`src/rtl/div32x16.sv`:
```
// Sequential restoring divider: 32-bit unsigned dividend / 16-bit unsigned divisor.
// One trial subtraction per clock; overflow and divide-by-zero are flagged rather than computed.
module div32x16 (
  input  logic        clk94,
  input  logic        rst94,
  input  logic        St94,
  input  logic [31:0] Dvd94,
  input  logic [15:0] Dvsr94,
  output logic [15:0] Quot94,
  output logic [15:0] Rem94,
  output logic        ovf94,
  output logic        busy94,
  output logic        done94
);

  typedef enum logic [1:0] {IDLE, CHECK, ITER, DONE} state_t;

  state_t      r_state;
  logic [32:0] r_acc;
  logic [15:0] r_d;
  logic [4:0]  r_cnt;

  logic [32:0] w_shift;
  logic [16:0] w_diff;
  logic        w_fits;
  logic [32:0] w_accNext;

  // Shift in the next dividend bit, then try to subtract the divisor from the 17-bit window.
  always_comb begin
    w_shift   = {r_acc[31:0], 1'b0};
    w_diff    = w_shift[32:16] - {1'b0, r_d};
    w_fits    = (w_shift[32:16] >= {1'b0, r_d});
    w_accNext = w_shift;
    if (w_fits) begin
      w_accNext = {w_diff, w_shift[15:1], 1'b1};
    end
  end

  always_ff @(posedge clk94 or posedge rst94) begin
    if (rst94) begin
      r_state <= IDLE;
      r_acc   <= '0;
      r_d     <= '0;
      r_cnt   <= '0;
      Quot94  <= '0;
      Rem94   <= '0;
      ovf94   <= 1'b0;
      busy94  <= 1'b0;
      done94  <= 1'b0;
    end else begin
      case (r_state)
        IDLE: begin
          done94 <= 1'b0;
          if (St94) begin
            r_acc   <= {1'b0, Dvd94};
            r_d     <= Dvsr94;
            r_cnt   <= '0;
            busy94  <= 1'b1;
            r_state <= CHECK;
          end
        end
        CHECK: begin
          // A dividend upper half >= divisor means the quotient needs more than 16 bits.
          if ((r_d == 16'd0) || (r_acc[31:16] >= r_d)) begin
            Quot94  <= 16'hFFFF;
            Rem94   <= 16'h0000;
            ovf94   <= 1'b1;
            done94  <= 1'b1;
            r_state <= DONE;
          end else begin
            r_state <= ITER;
          end
        end
        ITER: begin
          r_acc <= w_accNext;
          r_cnt <= r_cnt + 5'd1;
          if (r_cnt == 5'd15) begin
            Quot94  <= w_accNext[15:0];
            Rem94   <= w_accNext[31:16];
            ovf94   <= 1'b0;
            done94  <= 1'b1;
            r_state <= DONE;
          end
        end
        DONE: begin
          done94  <= 1'b0;
          busy94  <= 1'b0;
          r_state <= IDLE;
        end
        default: begin
          done94  <= 1'b0;
          busy94  <= 1'b0;
          r_state <= IDLE;
        end
      endcase
    end
  end

endmodule
```
`config.mk`:
```
export PLATFORM = sky130hd
export DESIGN_NAME = div32x16
export DESIGN_NICKNAME = d
export VERILOG_FILES = /design/src/rtl/div32x16.sv
export SDC_FILE = /design/constraint.sdc
export NUM_CORES = 1
export LEC_CHECK = 0
export ABC_AREA = 1
export CAP_MARGIN = 20
export CORE_ASPECT_RATIO = 1.5
export CORE_MARGIN = 1
export CORE_UTILIZATION = 61
export CTS_BUF_LIST = sky130_fd_sc_hd__clkbuf_2
export CTS_CLUSTER_DIAMETER = 60
export CTS_CLUSTER_SIZE = 8
export DETAILED_ROUTE_END_ITERATION = 8
export PLACE_DENSITY = 0.95
export SYNTH_ARGS = -nofsm -noshare
export SYNTH_HDL_FRONTEND = slang
export SYNTH_SLANG_ARGS = --single-unit
```
`constraint.sdc`:
```
create_clock -name clk94 -period 7.2 [get_ports clk94]
set_input_delay 1.08 -clock clk94 [delete_from_list [all_inputs] [get_ports clk94]]
set_output_delay 1.08 -clock clk94 [all_outputs]
set_load 0.01 [all_outputs]
```
==> Yosys cells after proc, flatten, opt, wreduce, memory -nomap -nowiden <==
Cells that the tools add are included.
{ "word_totals": {"reg_bits": 90, "inputBits": 51, "out_inout_bits": 35, "word_cells": 55} }
{ "classes": {"n_addsub": 2, "n_lt_le_gt_ge": 2, "n_eq_ne": 7, "muxes": 22, "n_reduce_logical": 13} }
{ "op_table": {"columns": ["cell", "count"], "rows": [
  ["$mux W16", 4],
  ["$mux W32", 2],
  ["$pmux W16 S2", 2],
  ["$pmux W32 S2", 1],
  ["$ge A17 B16 Y1", 1],
  ["$ge A16 B16 Y1", 1],
  ["$logic_not A16 Y1", 1],
  ["$sub A16 B16 Y16", 1],
  ["$pmux W5 S2", 1],
  ["$reduce_and A2 Y1", 5],
  ["$pmux W2 S4", 1],
  ["$ne A2 B2 Y1 const B", 3],
  ["$reduce_bool A2 Y1", 3],
  ["$add A5 B1 Y5 const B", 1],
  ["$eq A5 B4 Y1 const B", 1],
  ["$mux W1", 5],
  ["$mux W5", 1],
  ["$eq A2 B2 Y1 const B", 2],
  ["$mux W2", 2],
  ["$pmux W1 S2", 2],
  ["$pmux W1 S3", 1],
  ["$reduce_and A3 Y1", 1],
  ["$eq A2 B1 Y1 const B", 1],
  ["$logic_not A2 Y1", 1],
  ["other kinds (2)", 2]
]} }

==> Longest topological paths before layout <==
Gate-level depths: netlist of run 1.
{ "logic_depth": {"depth_word": 4, "mapped_depth": 16, "ltp_nobuf": 16} }

==> Least setup slack after synthesis of run 1 <==
Ideal clock, no wire load.
{ "synth_path": {"kind": "input to register", "start": "in St94", "end": "reg r_acc[10]", "setup_ps": 95, "arrival_time_ps": 2085, "required_time_ps": 7105, "slack_ps": 5019, "path_stages": 7, "path_buffers": 2, "cell_sequence": "nand2_1 o21ai_1 inv_1 clkbuf_1 clkbuf_1 nand2_1 o31ai_1"} }
{ "synth_between": {"elab_chain_len": 2} }
{ "synth_lines": {"columns": ["item", "line", "text"], "rows": [
  ["start, declared", "6", "input logic St94,"],
  ["$ne A2 B2 Y1 (no line)", null, null],
  ["$reduce_and A2 Y1 (no line)", null, null],
  ["end signal, assigned", "55", "r_acc <= {1'b0, Dvd94};"],
  ["end signal, assigned", "75", "r_acc <= w_accNext;"],
  ["end, declared", "19", "logic [32:0] r_acc;"]
]} }
No other way between the ends.
A chain may end at the register's enable or synchronous reset.

==> Final worst setup path of run 1 <==
{ "layout_path": {"start": "reg r_state[0]", "end": "reg r_cnt[3]"} }
{ "layout_between": {"elab_chain_len": 3, "elab_cells_between_ends": 6, "classes_between": "eq/ne: 2; mux: 1; reduce/logical: 3"} }
{ "layout_lines": {"columns": ["item", "line", "text"], "rows": [
  ["start, declared", "18", "state_t r_state;"],
  ["start signal, assigned", "41", "r_state <= IDLE;"],
  ["start signal, assigned", "59", "r_state <= CHECK;"],
  ["start signal, assigned", "69", "r_state <= DONE;"],
  ["$eq A2 B2 Y1 / $logic_not A2 Y1 (equally long branches)", "51", "case (r_state)"],
  ["$reduce_bool A2 Y1 (no line) / $ne A2 B2 Y1 (equally long branches)", null, null],
  ["$reduce_and A2 Y1 (no line)", null, null],
  ["end signal, assigned", "76", "r_cnt <= r_cnt + 5'd1;"],
  ["end, declared", "21", "logic [4:0] r_cnt;"]
]} }
Several ways; a longest one is shown, not always the timed one.

==> results of run 1 <==
-- area by class of cell --
| class | instances | area (sq um) |
|---|---|---|
| Fill cell | 644 | 2210 |
| Tap cell | 110 | 138 |
| Clock buffer | 11 | 55.1 |
| Inverter | 91 | 343 |
| Multi-Input combinational cell | 542 | 2830 |
| Sequential cell | 90 | 2250 |
| Clock inverter | 4 | 77.6 |
| Timing Repair Buffer | 92 | 923 |
| Antenna cell | 1 | 2.50 |
-- registers in the layout, indices dropped and copies added, names as in the netlist --
name,count
r_acc,32
Quot94,16
Rem94,16
r_d,16
r_cnt,5
r_state,2
busy94,1
done94,1
ovf94,1
-- synthesized netlist by cell type (9+ instances only) --
cell	number	area [sq um]
a21oi_1	22	110
a22o_1	14	123
clkbuf_1	20	75.1
dfrtp_1	90	2250
ha_1	38	475
inv_1	75	282
inv_2	9	33.8
nand2_1	267	1000
nand2_2	16	100
nand3_1	36	180
nor2_1	58	218
o21ai_0	39	195
o31ai_1	15	113
-- worst max-delay path by stage --
stage                                start                    end  slack, ns  cells past startpoint
finish              r_state[0]$_DFFE_PP0P_   r_cnt[3]$_DFFE_PP0P_       4.18                      9
global route        r_state[0]$_DFFE_PP0P_   r_cnt[3]$_DFFE_PP0P_       3.96                      9
CTS                 r_state[0]$_DFFE_PP0P_   r_cnt[3]$_DFFE_PP0P_       4.28                      9
detailed placement                    St94   r_cnt[3]$_DFFE_PP0P_       4.01                      8
global placement                      St94   r_cnt[3]$_DFFE_PP0P_       4.08                      8
floorplan                            rst94  Quot94[0]$_DFFE_PP0P_       3.78                      1
-- worst reg2reg max path, stage by stage, from the launching register on --
cell and delay, ns:
dfrtp_1 0.50, inv_1 0.11, ha_1 0.22, inv_1 0.57, o21ai_1 0.12, buf_4 0.25
inv_1 0.47, buf_4 0.44, nor4_1 0.10, nor3_1 0.15
-- per-stage QoR --
| stage | total power [mW] | area [sq um] | cells | setup WS [ns] |
|---|---|---|---|---|
| detailed placement | 2.92 | 6450 | 923 | 4.01 |
| CTS | 3.23 | 6580 | 938 | 4.28 |
| global placement | 2.81 | 6450 | 923 | 4.08 |
| floorplan | 2.30 | 5540 | 748 | 3.78 |
| global route | 3.55 | 6620 | 941 | 3.96 |
| finish | 3.27 | 6620 | 941 | 4.18 |
-- power groups by stage --
stage / Combinational [mW] / Clock (mW) / Sequential [mW]
4_1_cts: 2.03 / 0.296 / 0.908
3_5_place_dp: 2.01 / 0 / 0.918
5_1_grt: 2.30 / 0.317 / 0.933
2_1_floorplan: 1.39 / 0 / 0.913
6_report: 2.06 / 0.297 / 0.914
3_3_place_gp: 1.90 / 0 / 0.904
-- per-layer routing --
metal,vias up,share of wire,track usage,routed length (microns)
li1,2538,-,-,-
met4,0,0.034,0.160,512
met1,2500,0.37,0.397,5490
met5,-,0,0,0
met3,51,0.076,0.0625,1140
met2,251,0.52,0.588,7870
-- cells by family after synthesis --
logic type | after synthesis | synth area share
simple gates | 397 | 0.299
compound gates | 99 | 0.111
buf+inv | 116 | 0.0827
xor+xnor | 7 | 0.0111
fa+ha+maj | 39 | 0.0895
flops | 90 | 0.407
==> flow_summary.toml, run 1 <==
[min_path]
hp-class = "register to register"
holdPathStages = 2
hold_end = "Rem94[13]$_DFFE_PP0P_"
hold_start = "Rem94[13]$_DFFE_PP0P_"

[setup_path]
start_kind = "register"
r2r-start = "r_state[0]$_DFFE_PP0P_"
reg2reg_slack_ns = 4.18
critical_path_required_ns = 7.68
rr_worst_depth = 9
max_stage_delay_ns = 0.57
crit_path_end_kind = "register"
critPathMostFrequentCell = "inv_1"
criticalPathCategory = "register to register"
cp_slowest_cell = "inv_1"
cp.arrival_ns = 3.49
reg2reg_to = "r_cnt[3]$_DFFE_PP0P_"
cp_num_buf_inv = 5
worstPathCellList = "inv_1 > ha_1 > inv_1 > o21ai_1 > buf_4 > inv_1 > buf_4 > nor4_1 > nor3_1"
cp_top_family = "buffers and inverters"
critical_path.max_fanout = 33

[clock_tree]
clk_latency_ns = 0.59
cts-buffers-inserted = 9
clk_pin_slew_ns = 0.26
postCtsResizedCells = 0
root_buffer = "clkbuf_2"
cts_tree = "done"
ctsHtreeMaxLevel = 3
post_cts_buffers = 0
clkSinkCount = 90
cts_hold_buf = 0
clockBufferDepth = 2

[yosys]
synth_cell_types = 35
syn_area_sq_mm = 0.00554
synth_seq_cells = 90
synth-main-ff-cell = "dfrtp_1"
synthesis.nets = 838
syn-mean-instance-area_sq_um = 7.40
synthCells = 748
synth_edf_count = 0
ys_seq_area_frac = 0.407
yosys_warnings = 0
synthArstFlopShare = 1.00

[grt]
grt_max_degree = 91
globalRouteTotalUtil = 0.340
overflow = 0
antenna_found_initial = 1
grt_pass1_vias = 5330
grt_pass1_wl_mm = 24.7

[sta]
min_period_ns = 3.02
finalMaxSlewViolations = 0
rsz0062_at_grt = "false"
worst-slew-pin-transition_ns = 0.958
tns_ns = 0
hold_ws_ns = 0.515
fin_worst_skew_ns = 0.0533
hold_viol = 0
fmax_ghz = 0.332
setup_viol = 0
period_share = 0.419
max_slew_margin = 0.361

[die]
start_util = 0.627
core_sq_mm = 0.00883
pin_count = 86
rows = 42
die_area_sq_mm = 0.00947
die_x_microns = 79.8
die_y_microns = 119

[place]
gp_congestion = 0.932
dp_hpwl_mm = 11.0
port_buffers = 85

[detailed_routing]
via_per_inst = 5.67
drtPass1Iterations = 7
vias = 5340
ant_nets = 0
post_drt_wl_per_cell_microns = 16.0
drcViolationCount = 0
routed_wl_mm = 15.0
drtIter0Drc = 401

[power_and_ir_drop]
leakagePower_nw = 3.47
combPwrFrac = 0.630
seqPwrFrac = 0.280
p_sw_frac = 0.504
powerDensity_mw_per_mm2 = 494
p_switching_mw = 1.65
p_int_mw = 1.62
vdd_drop_max_v = 0.000283
power_frac_clock = 0.091

[cells_and_area]
drive_gt1_frac = 0.0663
final_cell_mix = "nand2_1, dfrtp_1, clkdlybuf4s50_1"
post-route-util = 0.750
synthToLayoutAreaGrowth_pct = 19.5
final_common_cell = "nand2_1"
nets = 916

[run_status]
status = "complete, no violations"

[job]
drv_cap = 0
Power figures use the tool's default switching activity.
==> inputs of run 2 (changes only) <==
--- a/config.mk
+++ b/config.mk
@@ -9,12 +9,12 @@
 export CAP_MARGIN = 20
 export CORE_ASPECT_RATIO = 1.5
 export CORE_MARGIN = 1
-export CORE_UTILIZATION = 61
+export CORE_UTILIZATION = 56
 export CTS_BUF_LIST = sky130_fd_sc_hd__clkbuf_2
 export CTS_CLUSTER_DIAMETER = 60
 export CTS_CLUSTER_SIZE = 8
 export DETAILED_ROUTE_END_ITERATION = 8
-export PLACE_DENSITY = 0.95
+export PLACE_DENSITY = 0.9
 export SYNTH_ARGS = -nofsm -noshare
 export SYNTH_HDL_FRONTEND = slang
 export SYNTH_SLANG_ARGS = --single-unit
==> constraint.sdc (replaced) <==
create_clock -name clk94 -period 3 [get_ports clk94]
set_input_delay 0.45 -clock clk94 [delete_from_list [all_inputs] [get_ports clk94]]
set_output_delay 0.45 -clock clk94 [all_outputs]
set_load 0.01 [all_outputs]
==> run 2 against run 1 <==
Critical path depth increased by 3; clock-buffer cell count decreased by 1; first-iteration DRC count decreased by 1.5%; via count decreased by 3.3%; sequential power increased by 140%; die area increased by 8.7%; cell count increased by 0.85%; cell area about the same; worst setup slack got worse by 3.7 ns; global-route usage decreased by 4.8 points; non-clock buffer count increased by 3; critical path type unchanged; largest cell class unchanged.
==> flow_summary.toml, run 2 (same netlist as run 1, synthesis figures left out) <==
[run_status]
status = "complete, no violations"

[detailed_routing]
vias = 5166
drcViolationCount = 0
ant_nets = 0
via_per_inst = 5.44
post_drt_wl_per_cell_microns = 14.9
routed_wl_mm = 14.2
drtPass1Iterations = 7
drtIter0Drc = 395

[grt]
grt_pass1_wl_mm = 23.6
globalRouteTotalUtil = 0.291
grt_pass1_vias = 5142
grt_max_degree = 41
overflow = 0
antenna_found_initial = 1

[setup_path]
critical_path.max_fanout = 17
start_kind = "register"
cp_slowest_cell = "dfrtp_1"
worstPathCellList = "ha_1 > nand2_1 > nand2_1 > nand2_1 > nand2_1 > a21oi_4 > nand4_4 > nor2_8 > nand2_1 > nand2_1 > nand2_1 > nand2_1"
critical_path_required_ns = 3.52
crit_path_end_kind = "register"
criticalPathCategory = "register to register"
cp.arrival_ns = 3.00
max_stage_delay_ns = 0.49
critPathMostFrequentCell = "nand2_1"

[clock_tree]
cts-buffers-inserted = 9
clk_pin_slew_ns = 0.25
clockBufferDepth = 2
ctsHtreeMaxLevel = 3
postCtsResizedCells = 0
cts_tree = "done"
clkSinkCount = 90
post_cts_buffers = 0
root_buffer = "clkbuf_2"
cts_hold_buf = 0
clk_latency_ns = 0.57

[place]
placed_cells = 933
dpl_cell_area_sq_mm = 0.00650
dp_hpwl_mm = 10.9
place_worst_setup_slack_ns = 0.597
gp_congestion = 0.934
port_buffers = 85

[sta]
setup_viol = 0
setup_ws_ns = 0.522
tns_ns = 0
fin_worst_skew_ns = 0.0256
max_slew_margin = 0.510
period_share = 0.826
min_period_ns = 2.48
hold_viol = 0
worst-slew-pin-transition_ns = 0.734
fmax_ghz = 0.404
rsz0062_at_grt = "false"
hold_ws_ns = 0.169
finalMaxSlewViolations = 0

[cells_and_area]
stdcell_count = 949
post-route-util = 0.686
final_common_cell = "nand2_1"
largest_register_ffs = 32
final_cell_mix = "nand2_1, dfrtp_1, clkdlybuf4s50_1"
postLayoutCellArea_sq_mm = 0.00661
drive_gt1_frac = 0.0672
regMostFlops = "r_acc"
synthToLayoutAreaGrowth_pct = 19.4
nets = 919

[die]
die_y_microns = 124
die_area_sq_mm = 0.0103
die_x_microns = 83.2
core_sq_mm = 0.00963
rows = 44
pin_count = 86
start_util = 0.575

[power_and_ir_drop]
powerDensity_mw_per_mm2 = 1160
finalPower_mw = 7.69
leakagePower_nw = 3.47
vdd_drop_max_v = 0.000573

[min_path]
hp-class = "input port to async pin"

[job]
drv_cap = 0
## run 2: cell count changes in the layout (fill, tap and decap cells not counted)
cell	delta
bufinv_16	-1
buf_12	+1
buf_4	+3
clkinv_1	+2
buf_16	-1
clkinv_4	-1
inv_6	+1
clkbuf_2	-1
## run 2: layout make-up
cell class / instances / area, sq um
fill: 791 / 3020
clock buffer: 10 / 50.0
multi-input combinational: 542 / 2830
timing repair buffer: 95 / 938
sequential: 90 / 2250
inverter: 91 / 343
tap: 115 / 144
antenna: 1 / 2.50
clock inverter: 5 / 55.1
## run 2: metal layers
metal,share of wire,wire [microns],global-route usage
met4,0.036,514,0.158
met5,0,0,0
met2,0.50,7130,0.510
met1,0.41,5770,0.350
met3,0.053,751,0.0391
## run 2: critical path, delay by kind of cell (launching register included)
| family | cells | cell delay, ns |
|---|---|---|
| AOI/OAI and AO/OA | 1 | 0.16 |
| adders and majority gates | 1 | 0.41 |
| DFF | 1 | 0.49 |
| and+or+nand+nor | 10 | 1.36 |
## run 2: where the power goes
group	internal [mW]	switching, mW
registers	1.78	0.398
clock network	0.191	0.414
logic	1.87	3.04
## run 2: final timing paths
check                                        from                      to  slack [ns]  cells past startpoint
min                                         rst94    r_acc[0]$_DFFE_PP0P_        0.17                      2
max reg2reg                 r_acc[29]$_DFFE_PP0P_   Rem94[12]$_DFFE_PP0P_        0.52                     12
min in group clk94                      Dvsr94[0]      r_d[0]$_DFFE_PP0P_        0.38                      3
max                         r_acc[29]$_DFFE_PP0P_   Rem94[12]$_DFFE_PP0P_        0.52                     12
max in group asynchronous                   rst94      r_d[2]$_DFFE_PP0P_        2.07                      3
min reg2reg                Quot94[10]$_DFFE_PP0P_  Quot94[10]$_DFFE_PP0P_        0.52                      2
